--- config.mk ---
export PLATFORM = sky130hd
export DESIGN_NAME = imem_fill
export DESIGN_NICKNAME = d
export VERILOG_FILES = /design/src/rtl/imem_fill.sv
export SDC_FILE = /design/constraint.sdc
export NUM_CORES = 1
export LEC_CHECK = 0
export CAP_MARGIN = 20
export CORE_MARGIN = 2
export CORE_UTILIZATION = 33
export DETAILED_ROUTE_END_ITERATION = 8
export DONT_BUFFER_PORTS = 1
export PLACE_DENSITY = 0.44
export SLEW_MARGIN = 20
export SYNTH_ARGS = -nofsm -noshare
export SYNTH_HDL_FRONTEND = slang
export SYNTH_SLANG_ARGS = --single-unit
--- constraint.sdc ---
create_clock -name clk -period 3.6 [get_ports clk]
set_clock_uncertainty 0.2 [all_clocks]
set_input_delay 0.18 -clock clk [delete_from_list [all_inputs] [get_ports clk]]
set_output_delay 0.18 -clock clk [all_outputs]
set_load 0.05 [all_outputs]
--- src/rtl/imem_fill.sv ---
// imem_fill: I-cache line-fill engine. Accepts one block-address read from the
// I-cache and issues a single bus read. It gathers LINE_W/BUS_W beats into a
// line and returns that line with a one-cycle valid pulse.
module imem_fill #(
   parameter int LINE_W = 256,
   parameter int BLK_W  = 59,
   parameter int BUS_W  = 64
) (
   input  logic              clk,
   input  logic              rst_n,
   input  logic [BLK_W-1:0]  b_addr_i,
   input  logic              b_rd_i,
   output logic [LINE_W-1:0] b_data_i,
   output logic              b_dv_i,
   output logic              fill_err,
   output logic [63:0]       m_addr,
   output logic              m_req,
   input  logic              m_gnt,
   input  logic [BUS_W-1:0]  m_rdata,
   input  logic              m_rvalid,
   input  logic              m_rerr
);

   localparam int BEATS = LINE_W / BUS_W;
   localparam int OFF_W = $clog2(LINE_W / 8);
   localparam int CW    = (BEATS > 1) ? $clog2(BEATS) : 1;
   localparam logic [CW-1:0] LAST = CW'(BEATS - 1);

   typedef enum logic [2:0] {S_IDLE, S_WAIT, S_REQ, S_BEAT, S_DONE} state_e;

   state_e            state_q, state_d;
   logic [BLK_W-1:0]  addr_q;
   logic [CW-1:0]     cnt_q;
   logic              err_q;
   logic              abort_q;
   logic [LINE_W-1:0] line_q;
   logic              beat_last;

   assign beat_last = (state_q == S_BEAT) && m_rvalid && (cnt_q == LAST);

   // State register
   always_ff @(posedge clk or negedge rst_n) begin
      if (!rst_n) state_q <= S_IDLE;
      else        state_q <= state_d;
   end

   // Next-state: a grant commits the engine to consuming every beat, even
   // when the cache has already dropped its request
   always_comb begin
      state_d = state_q;
      case (state_q)
         S_IDLE: if (b_rd_i) state_d = S_WAIT;
         S_WAIT: state_d = b_rd_i ? S_REQ : S_IDLE;
         S_REQ: begin
            if (m_gnt)        state_d = S_BEAT;
            else if (!b_rd_i) state_d = S_IDLE;
         end
         S_BEAT: if (beat_last) state_d = (abort_q || !b_rd_i) ? S_IDLE : S_DONE;
         S_DONE: state_d = S_IDLE;
         default: state_d = S_IDLE;
      endcase
   end

   // Outputs decoded from state; m_addr stays stable because addr_q only moves in WAIT
   always_comb begin
      m_req    = 1'b0;
      b_dv_i   = 1'b0;
      fill_err = 1'b0;
      m_addr   = {addr_q, {OFF_W{1'b0}}};
      case (state_q)
         S_REQ:  m_req = 1'b1;
         S_DONE: begin
            b_dv_i   = 1'b1;
            fill_err = err_q;
         end
         default: ;
      endcase
   end

   // Datapath: the address is latched in the second request cycle (the cache's
   // address is only settled by then), beats are assembled, and errors and aborts are recorded
   always_ff @(posedge clk or negedge rst_n) begin
      if (!rst_n) begin
         addr_q  <= '0;
         cnt_q   <= '0;
         err_q   <= 1'b0;
         abort_q <= 1'b0;
         line_q  <= '0;
      end else begin
         if (state_q == S_WAIT && b_rd_i) addr_q <= b_addr_i;
         if (state_q == S_REQ && m_gnt) begin
            cnt_q   <= '0;
            err_q   <= 1'b0;
            abort_q <= !b_rd_i;
         end
         if (state_q == S_BEAT) begin
            if (!b_rd_i) abort_q <= 1'b1;
            if (m_rvalid) begin
               for (int b = 0; b < BEATS; b++)
                  if (cnt_q == CW'(b)) line_q[b*BUS_W +: BUS_W] <= m_rdata;
               err_q <= err_q | m_rerr;
               cnt_q <= (cnt_q == LAST) ? '0 : cnt_q + CW'(1);
            end
         end
      end
   end

   assign b_data_i = line_q;

endmodule

* Word level (Yosys, flattened, before mapping)
Index checks and enable logic that the tools add are counted.
** Storage, ports and cells
- Bits in registers :: 322
- Bits of input ports :: 129
- Output and inout port bits :: 323
- Word-level logic and storage cells :: 54
** Cells by class
- Add/sub/neg operators :: 1
- Eq/ne operators :: 10
- Multiplexer cells :: 20
- Bitwise gates (word level) :: 1
- Reductions and logical operators :: 13
** Operators with widths (number)
- $mux 3 :: 5
- $reduce_and 3->1 :: 5
- $pmux 3 s4 :: 1
- $mux 2 :: 5
- $mux 1 :: 9
- $eq 3x2->1 const B :: 2
- $eq 2x2->1 const B :: 2
- $logic_and 1x1->1 :: 4
- $ne 2x2->1 const B :: 2
- $eq 3x1->1 const B :: 1
- $eq 3x3->1 const B :: 1
- $logic_not 3->1 :: 1
- $ne 3x3->1 const B :: 1
- $add 2x1->2 const B :: 1
- $eq 2x1->1 const B :: 1
- $logic_not 2->1 :: 1
- $logic_not 1->1 :: 1
- $logic_or 1x1->1 :: 1
- $or 1x1->1 :: 1

* Longest topological paths before layout
Gate-level depths: netlist of run 1.
- Word-level depth :: 5
- Gate-level depth with buffers :: 6
- Depth with buffers taken out :: 5

* Worst setup path after synthesis of run 1
No wires, ideal clock.
- Path kind :: reg2reg
- Start point :: register state_q[2]
- End point :: register addr_q[10]
- Setup time :: 0.125 ns
- Data arrival time :: 1.479 ns
- Required time :: 3.275 ns
- Setup slack :: 1.796 ns
- Cell stages (with the launch flop) :: 5
- Buffers on the path :: 2
- Clock period less this slack :: 1.804 ns
- Cell sequence :: dfrtp_1 > nor3_2 > buf_2 > buf_2 > mux2_2
** Between the ends
- Word-level cells in the longest chain between the ends :: 2
** Ends and longest elaborated chain
- start: declaration :: RTL line 31 : state_e state_q, state_d;
- start signal: assignment :: RTL line 44 : else state_q <= state_d;
- $eq 3x1->1 :: RTL line 90 : if (state_q == S_WAIT && b_rd_i) addr_q <= b_addr_i;
- $logic_and 1x1->1 :: RTL line 90
- end signal: assignment :: RTL line 90
- end: declaration :: RTL line 32 : logic [BLK_W-1:0] addr_q;
Every way passes these cells.
A chain may end at the register's enable or synchronous reset.

* Final worst setup path of run 1
- Start point :: register state_q[0]
- End point :: register line_q[192], in the netlist b_data_i[192]
** Between the ends
- Word-level cells in the longest chain between the ends :: 2
** Ends and longest elaborated chain
- $eq 3x2->1 :: RTL line 96 : if (state_q == S_BEAT) begin
- $reduce_and 3->1 (no line)
- end signal: indexed assignment :: RTL line 100 : if (cnt_q == CW'(b)) line_q[b*BUS_W +: BUS_W] <= m_rdata;
- end: declaration :: RTL line 36 : logic [LINE_W-1:0] line_q;
Every way passes these cells.

==> run_results.csv, run 1 <==
group,metric,value,unit
run_status,outcome,"finished with violations",
run_status,violations,"hold timing",
cts,cts.repair.resized,0,
die,die_y,197,um
timing,hold_slack,-854,ps
setup_path,critical_path_class,"flop to flop",
finish,final_common_cell,"dfrtp_1",
setup_path,rr_startpoint,"state_q[0]",
timing,max-slew-margin-rel,21.3,%
synth,yosys.area.top_type,"dfrtp_1",
die,ios,452,
die,start_util,33.5,%
job,maxCapViolations,0,
grt,grt_max_degree,323,
synth,synthTopCellsByArea,"dfrtp_1 66%, mux2_1 20%, mux2_2 5.4%",
setup_path,crit_path_start_kind,"flop",
setup_path,reg2reg_slack,900,ps
setup_path,crit_required,3800,ps
routing,num_vias,6612,
placement,hpwl,20700,um
grt,antenna_found_initial,1,
routing,drtAntennaViolNets,0,
cts,clock_latency,520,ps
die,rows,70,
synth,netlist_area,12300,um^2
routing,routed_wl,31700,um
setup_path,critPathTopFamily,"simple AND/OR/NAND/NOR gates",
setup_path,end_kind,"flop",
cts,cts_tree,"built",
die,die_w,197,um
finish,drive_gt1_share,18.9,%
grt,first_global_vias,7345,
routing,dr.pass1.iters,4,
placement,io_buffers,0,
finish,final_cell_mix,"322 x dfrtp_1, 216 x mux2_1, 129 x dlygate4sd3_1, 59 x mux2_2, 40 x mux2_4",
grt,grt-ovfl-total,0,
setup_path,arrival,2900,ps
timing,fin_crit_sh,74.9,%
timing,finalSetupViolCount,0,
timing,tightest_slew,1180,ps
grt,grt_use_total,16.1,%
routing,post-route-drc-count,0,
routing,drt_iter0_markers,120,
finish,multi_input_area,4020,um^2
timing,period_needed,2700,ps
finish,nNetsFinal,991,
routing,wire_per_inst,23.4,um
setup_path,crit_path_max_fanout,39,
setup_path,crit_path_max_incr_delay,550,ps
min_path,min_path_type,"primary input to asynchronous set/reset pin",
cts,cts_root_buffer,"clkbuf_16",
setup_path,crit_chain,"and4b_1 -> nand2_4 -> buf_12 -> mux2_1",
timing,tns,0,ps
synth,ys_seq_area_share,65.6,%
cts,postCtsSetupBuffers,0,
synth,yosysUniqueCellTypes,32,
timing,rsz0062_at_grt,"no",
die,core,36600,um^2
routing,via_per_inst,4.88,
timing,fmax,371,MHz
setup_path,slowest_stage,"dfrtp_1",
cts,cts_buffers,36,
setup_path,r2r_cells,4,
setup_path,reg2reg_to,"b_data_i[192]",
placement,gp_congestion,0.750,
cts,htreeDepth,2,
cts,hold_buffers,129,
synth,synth_top_area_share,65.6,%
timing,hold_viol_final,322,
setup_path,worst-path-buf-inv,1,
synth,syn_inst,720,
grt,grt_pass1_wl,47100,um
finish,fillers,3306,
finish,seq_area,8060,um^2
cts,clk_pin_slew,60,ps
synth,synth_warnings,0,
synth,yosys_register_bits,322,
timing,finalMaxSlewViolations,0,
cts,cts.sinks,322,
synth,synth_area_per_cell,17.1,um^2
cts,clockBufferDepth,3,
finish,area_growth,23.9,%
die,dieArea,38800,um^2
==> sequential cells by signal, indices dropped and copies added (netlist names) <==
register / cells
abort_q: 1
addr_q: 59
b_data_i: 256
cnt_q: 2
err_q: 1
state_q: 3
==> worst register-to-register path: cells and delay by family (launching register included) <==
| family | cells | cell delay, ps |
|---|---|---|
| buf+inv | 1 | 420 |
| flops | 1 | 550 |
| mux | 1 | 360 |
| simple gates | 2 | 1050 |
==> layer usage <==
| layer | part of all wire [%] | vias to the layer above | track usage (%) |
|---|---|---|---|
| met5 | 0 | - | 0 |
| li1 | - | 2816 | - |
| met4 | 2.9 | 0 | 6.35 |
| met2 | 50 | 287 | 27.9 |
| met3 | 9.7 | 55 | 6.57 |
| met1 | 37 | 3454 | 17.6 |
==> logic make-up (layout without fill, tap and decap cells) <==
logic type	count (synthesis)	after routing	synth area share, %
AND/OR/NAND/NOR	28	28	1.27
flip-flops	322	322	65.6
AO/OA/AOI/OAI	10	10	0.550
other	1	6	0.0305
buffers and inverters	40	201	2.01
adder cells (fa/ha/maj)	4	4	0.408
multiplexers	315	315	30.1
==> worst max path at each step <==
stage	start	end	cells past startpoint
floorplan	state_q[2]	addr_q[10]	4
global placement	state_q[0]	b_data_i[194]	4
detailed placement	state_q[0]	b_data_i[192]	4
CTS	state_q[0]	b_data_i[192]	4
global route	state_q[0]	state_q[2]	4
finish	state_q[0]	b_data_i[192]	4
==> area by class of cell <==
cell class	count	share of cell area (%)
sequential	322	53.0
multi-input combinational	362	26.4
timing repair buffer	134	9.06
inverter	2	0.0493
antenna	1	0.0164
tap	468	3.85
clock buffer	49	6.71
clock inverter	16	0.946
==> synth_stat cells (all sizes together) <==
master   count
clkbuf       1
nand2        7
and3         1
o22a         1
nor4         1
nand3b       3
nor2b        1
nand2b       1
nor2         7
buf         37
a31oi        2
mux2       315
and2         1
dfrtp      322
nor3b        1
a2111oi      1
a21oi        3
o22ai        1
nand3        2
o211ai       1
ha           4
inv          2
and4b        1
nor3         2
o2bb2ai      1
conb         1
==> stage by stage <==
stage / util [%] / worst slack, ps / hold slack, ps / area, um^2 / cells
after CTS: 41.6 / 871 / -899 / 15200 / 1353
final: 41.6 / 902 / -854 / 15200 / 1354
after floorplan: - / 1800 / -316 / 12300 / 724
after global routing: 41.6 / 702 / -900 / 15200 / 1354
after detailed placement: 34.8 / 883 / -308 / 12800 / 1159
after global placement: 34.8 / 956 / -308 / 12800 / 1159
Power of run 1 is not shown: default switching activity piles up to over one toggle a cycle in this logic, so the estimate is an artifact.
==> run 2: changes to the inputs <==
--- a/config.mk
+++ b/config.mk
@@ -10,7 +10,7 @@
 export CORE_UTILIZATION = 33
 export DETAILED_ROUTE_END_ITERATION = 8
 export DONT_BUFFER_PORTS = 1
-export PLACE_DENSITY = 0.44
+export PLACE_DENSITY = 0.45
 export SLEW_MARGIN = 20
 export SYNTH_ARGS = -nofsm -noshare
 export SYNTH_HDL_FRONTEND = slang
==> constraint.sdc (replaced) <==
create_clock -name clk -period 2.2 [get_ports clk]
set_clock_uncertainty 0.2 [all_clocks]
set_input_delay 0.11 -clock clk [delete_from_list [all_inputs] [get_ports clk]]
set_output_delay 0.11 -clock clk [all_outputs]
set_load 0.05 [all_outputs]
==> run 2 against run 1 <==
The run still ends with hold timing left; setup slack worse by 790 ps; cell count up 0.22%; non-clock buffer count up 9; flip-flop and latch count unchanged; first-iteration DRC count up 18%; critical path depth down 1; via count up 0.32%; global-route usage down 0.32 points; register-to-register slack worse by 730 ps; worst hold slack worse by 60 ps; critical path type is now flop to primary output; largest cell class unchanged.
==> run_results.csv, run 2 (same netlist as run 1, synthesis figures left out) <==
group,metric,value,unit
setup_path,arrival,1770,ps
die,die_w,197,um
timing,tightest_slew,1260,ps
die,dieArea,38800,um^2
finish,drive_gt1_share,19.0,%
die,core,36600,um^2
setup_path,critPathTopFamily,"simple AND/OR/NAND/NOR gates",
finish,design_area,15300,um^2
grt,grt_pass1_wl,46500,um
grt,antenna_found_initial,0,
grt,first_global_vias,7391,
grt,grt_use_total,15.8,%
routing,num_vias,6633,
run_status,violations,"hold timing",
die,rows,70,
finish,final_common_cell,"dfrtp_1",
finish,fillers,3287,
grt,grt_max_degree,323,
placement,hpwl,20500,um
timing,fin_crit_sh,94.7,%
setup_path,slowest_stage,"and3_1",
placement,gp_congestion,0.751,
routing,dr.pass1.iters,4,
finish,largest_register_ff_count,256,
finish,final_cell_mix,"322 x dfrtp_1, 216 x mux2_1, 130 x dlygate4sd3_1, 59 x mux2_2, 40 x mux2_4",
timing,period_needed,2080,ps
cts,cts.sinks,322,
routing,routed_wl,31100,um
routing,post-route-drc-count,0,
cts,cts_tree,"built",
cts,hold_buffers,130,
finish,seq_area,8060,um^2
finish,multi_input_area,4020,um^2
cts,postCtsSetupBuffers,0,
die,start_util,33.5,%
setup_path,crit_chain,"buf_4 -> nor2_1 -> and3_1",
timing,max-slew-margin-rel,16.1,%
cts,clock_latency,530,ps
cts,cts_root_buffer,"clkbuf_16",
setup_path,crit_path_start_kind,"flop",
timing,hold_viol_final,322,
routing,wire_per_inst,22.9,um
timing,fmax,480,MHz
timing,tns,0,ps
finish,n_antenna_cell,0,
finish,nNetsFinal,1001,
cts,cts_buffers,37,
finish,area_growth,24.6,%
routing,drt_iter0_markers,142,
job,maxCapViolations,0,
setup_path,end_kind,"primary output",
setup_path,cp-startpoint,"state_q[1]",
die,die_y,197,um
setup_path,crit_path_max_fanout,7,
routing,via_per_inst,4.89,
placement,placed_area,12900,um^2
setup_path,crit_required,1890,ps
setup_path,critical_path_class,"flop to primary output",
run_status,outcome,"finished with violations",
cts,clk_pin_slew,60,ps
setup_path,rr_startpoint,"state_q[2]",
setup_path,reg2reg_slack,170,ps
cts,cts.repair.resized,0,
min_path,min_path_type,"primary input to asynchronous set/reset pin",
placement,io_buffers,0,
timing,rsz0062_at_grt,"no",
cts,clockBufferDepth,3,
die,ios,452,
setup_path,worst-path-buf-inv,1,
timing,finalSetupViolCount,0,
timing,hold_slack,-914,ps
setup_path,crit_path_max_incr_delay,530,ps
cts,htreeDepth,2,
grt,grt-ovfl-total,0,
timing,finalMaxSlewViolations,0,
routing,drtAntennaViolNets,0,
==> run 2: path summary, 6_finish.rpt <==
check / to / depth (start not counted)
max in group asynchronous: b_data_i[206] / 0
min reg2reg: state_q[2] / 1
min in group clk: state_q[1] / 2
max reg2reg: b_data_i[204] / 4
min: b_data_i[210] / 0
max: fill_err / 3
==> run 2: routing by layer <==
layer	track usage, %	vias to the layer above	routed length [um]
li1	-	2832	-
met1	16.8	3435	11300
met3	6.11	63	2930
met2	27.6	303	15800
met4	7.30	0	1160
met5	0	-	0
==> run 2: area by class of cell <==
cell class,count,share of cell area (%)
Sequential cell,322,52.7
Multi-Input combinational cell,362,26.3
Timing Repair Buffer,143,9.72
Clock buffer,51,6.79
Tap cell,468,3.83
Clock inverter,9,0.663
Inverter,2,0.0491
==> run 2: worst reg2reg max path, cell delays in order, from the launching register on <==
cell and delay [ps]:
dfrtp_1 370, and4b_1 520, nand2_4 100, buf_4 280
mux2_1 430
==> run 2: through the flow <==
stage,util [%],std cells,hold WS (ps),setup slack (ps)
3_5_place_dp,35.1,1167,-379,168
2_1_floorplan,-,724,-386,396
3_3_place_gp,35.1,1167,-378,215
5_1_grt,41.8,1357,-954,18.0
6_report,41.8,1357,-914,116
4_1_cts,41.8,1357,-958,57.8
Power of run 2 is left out for the same reason.
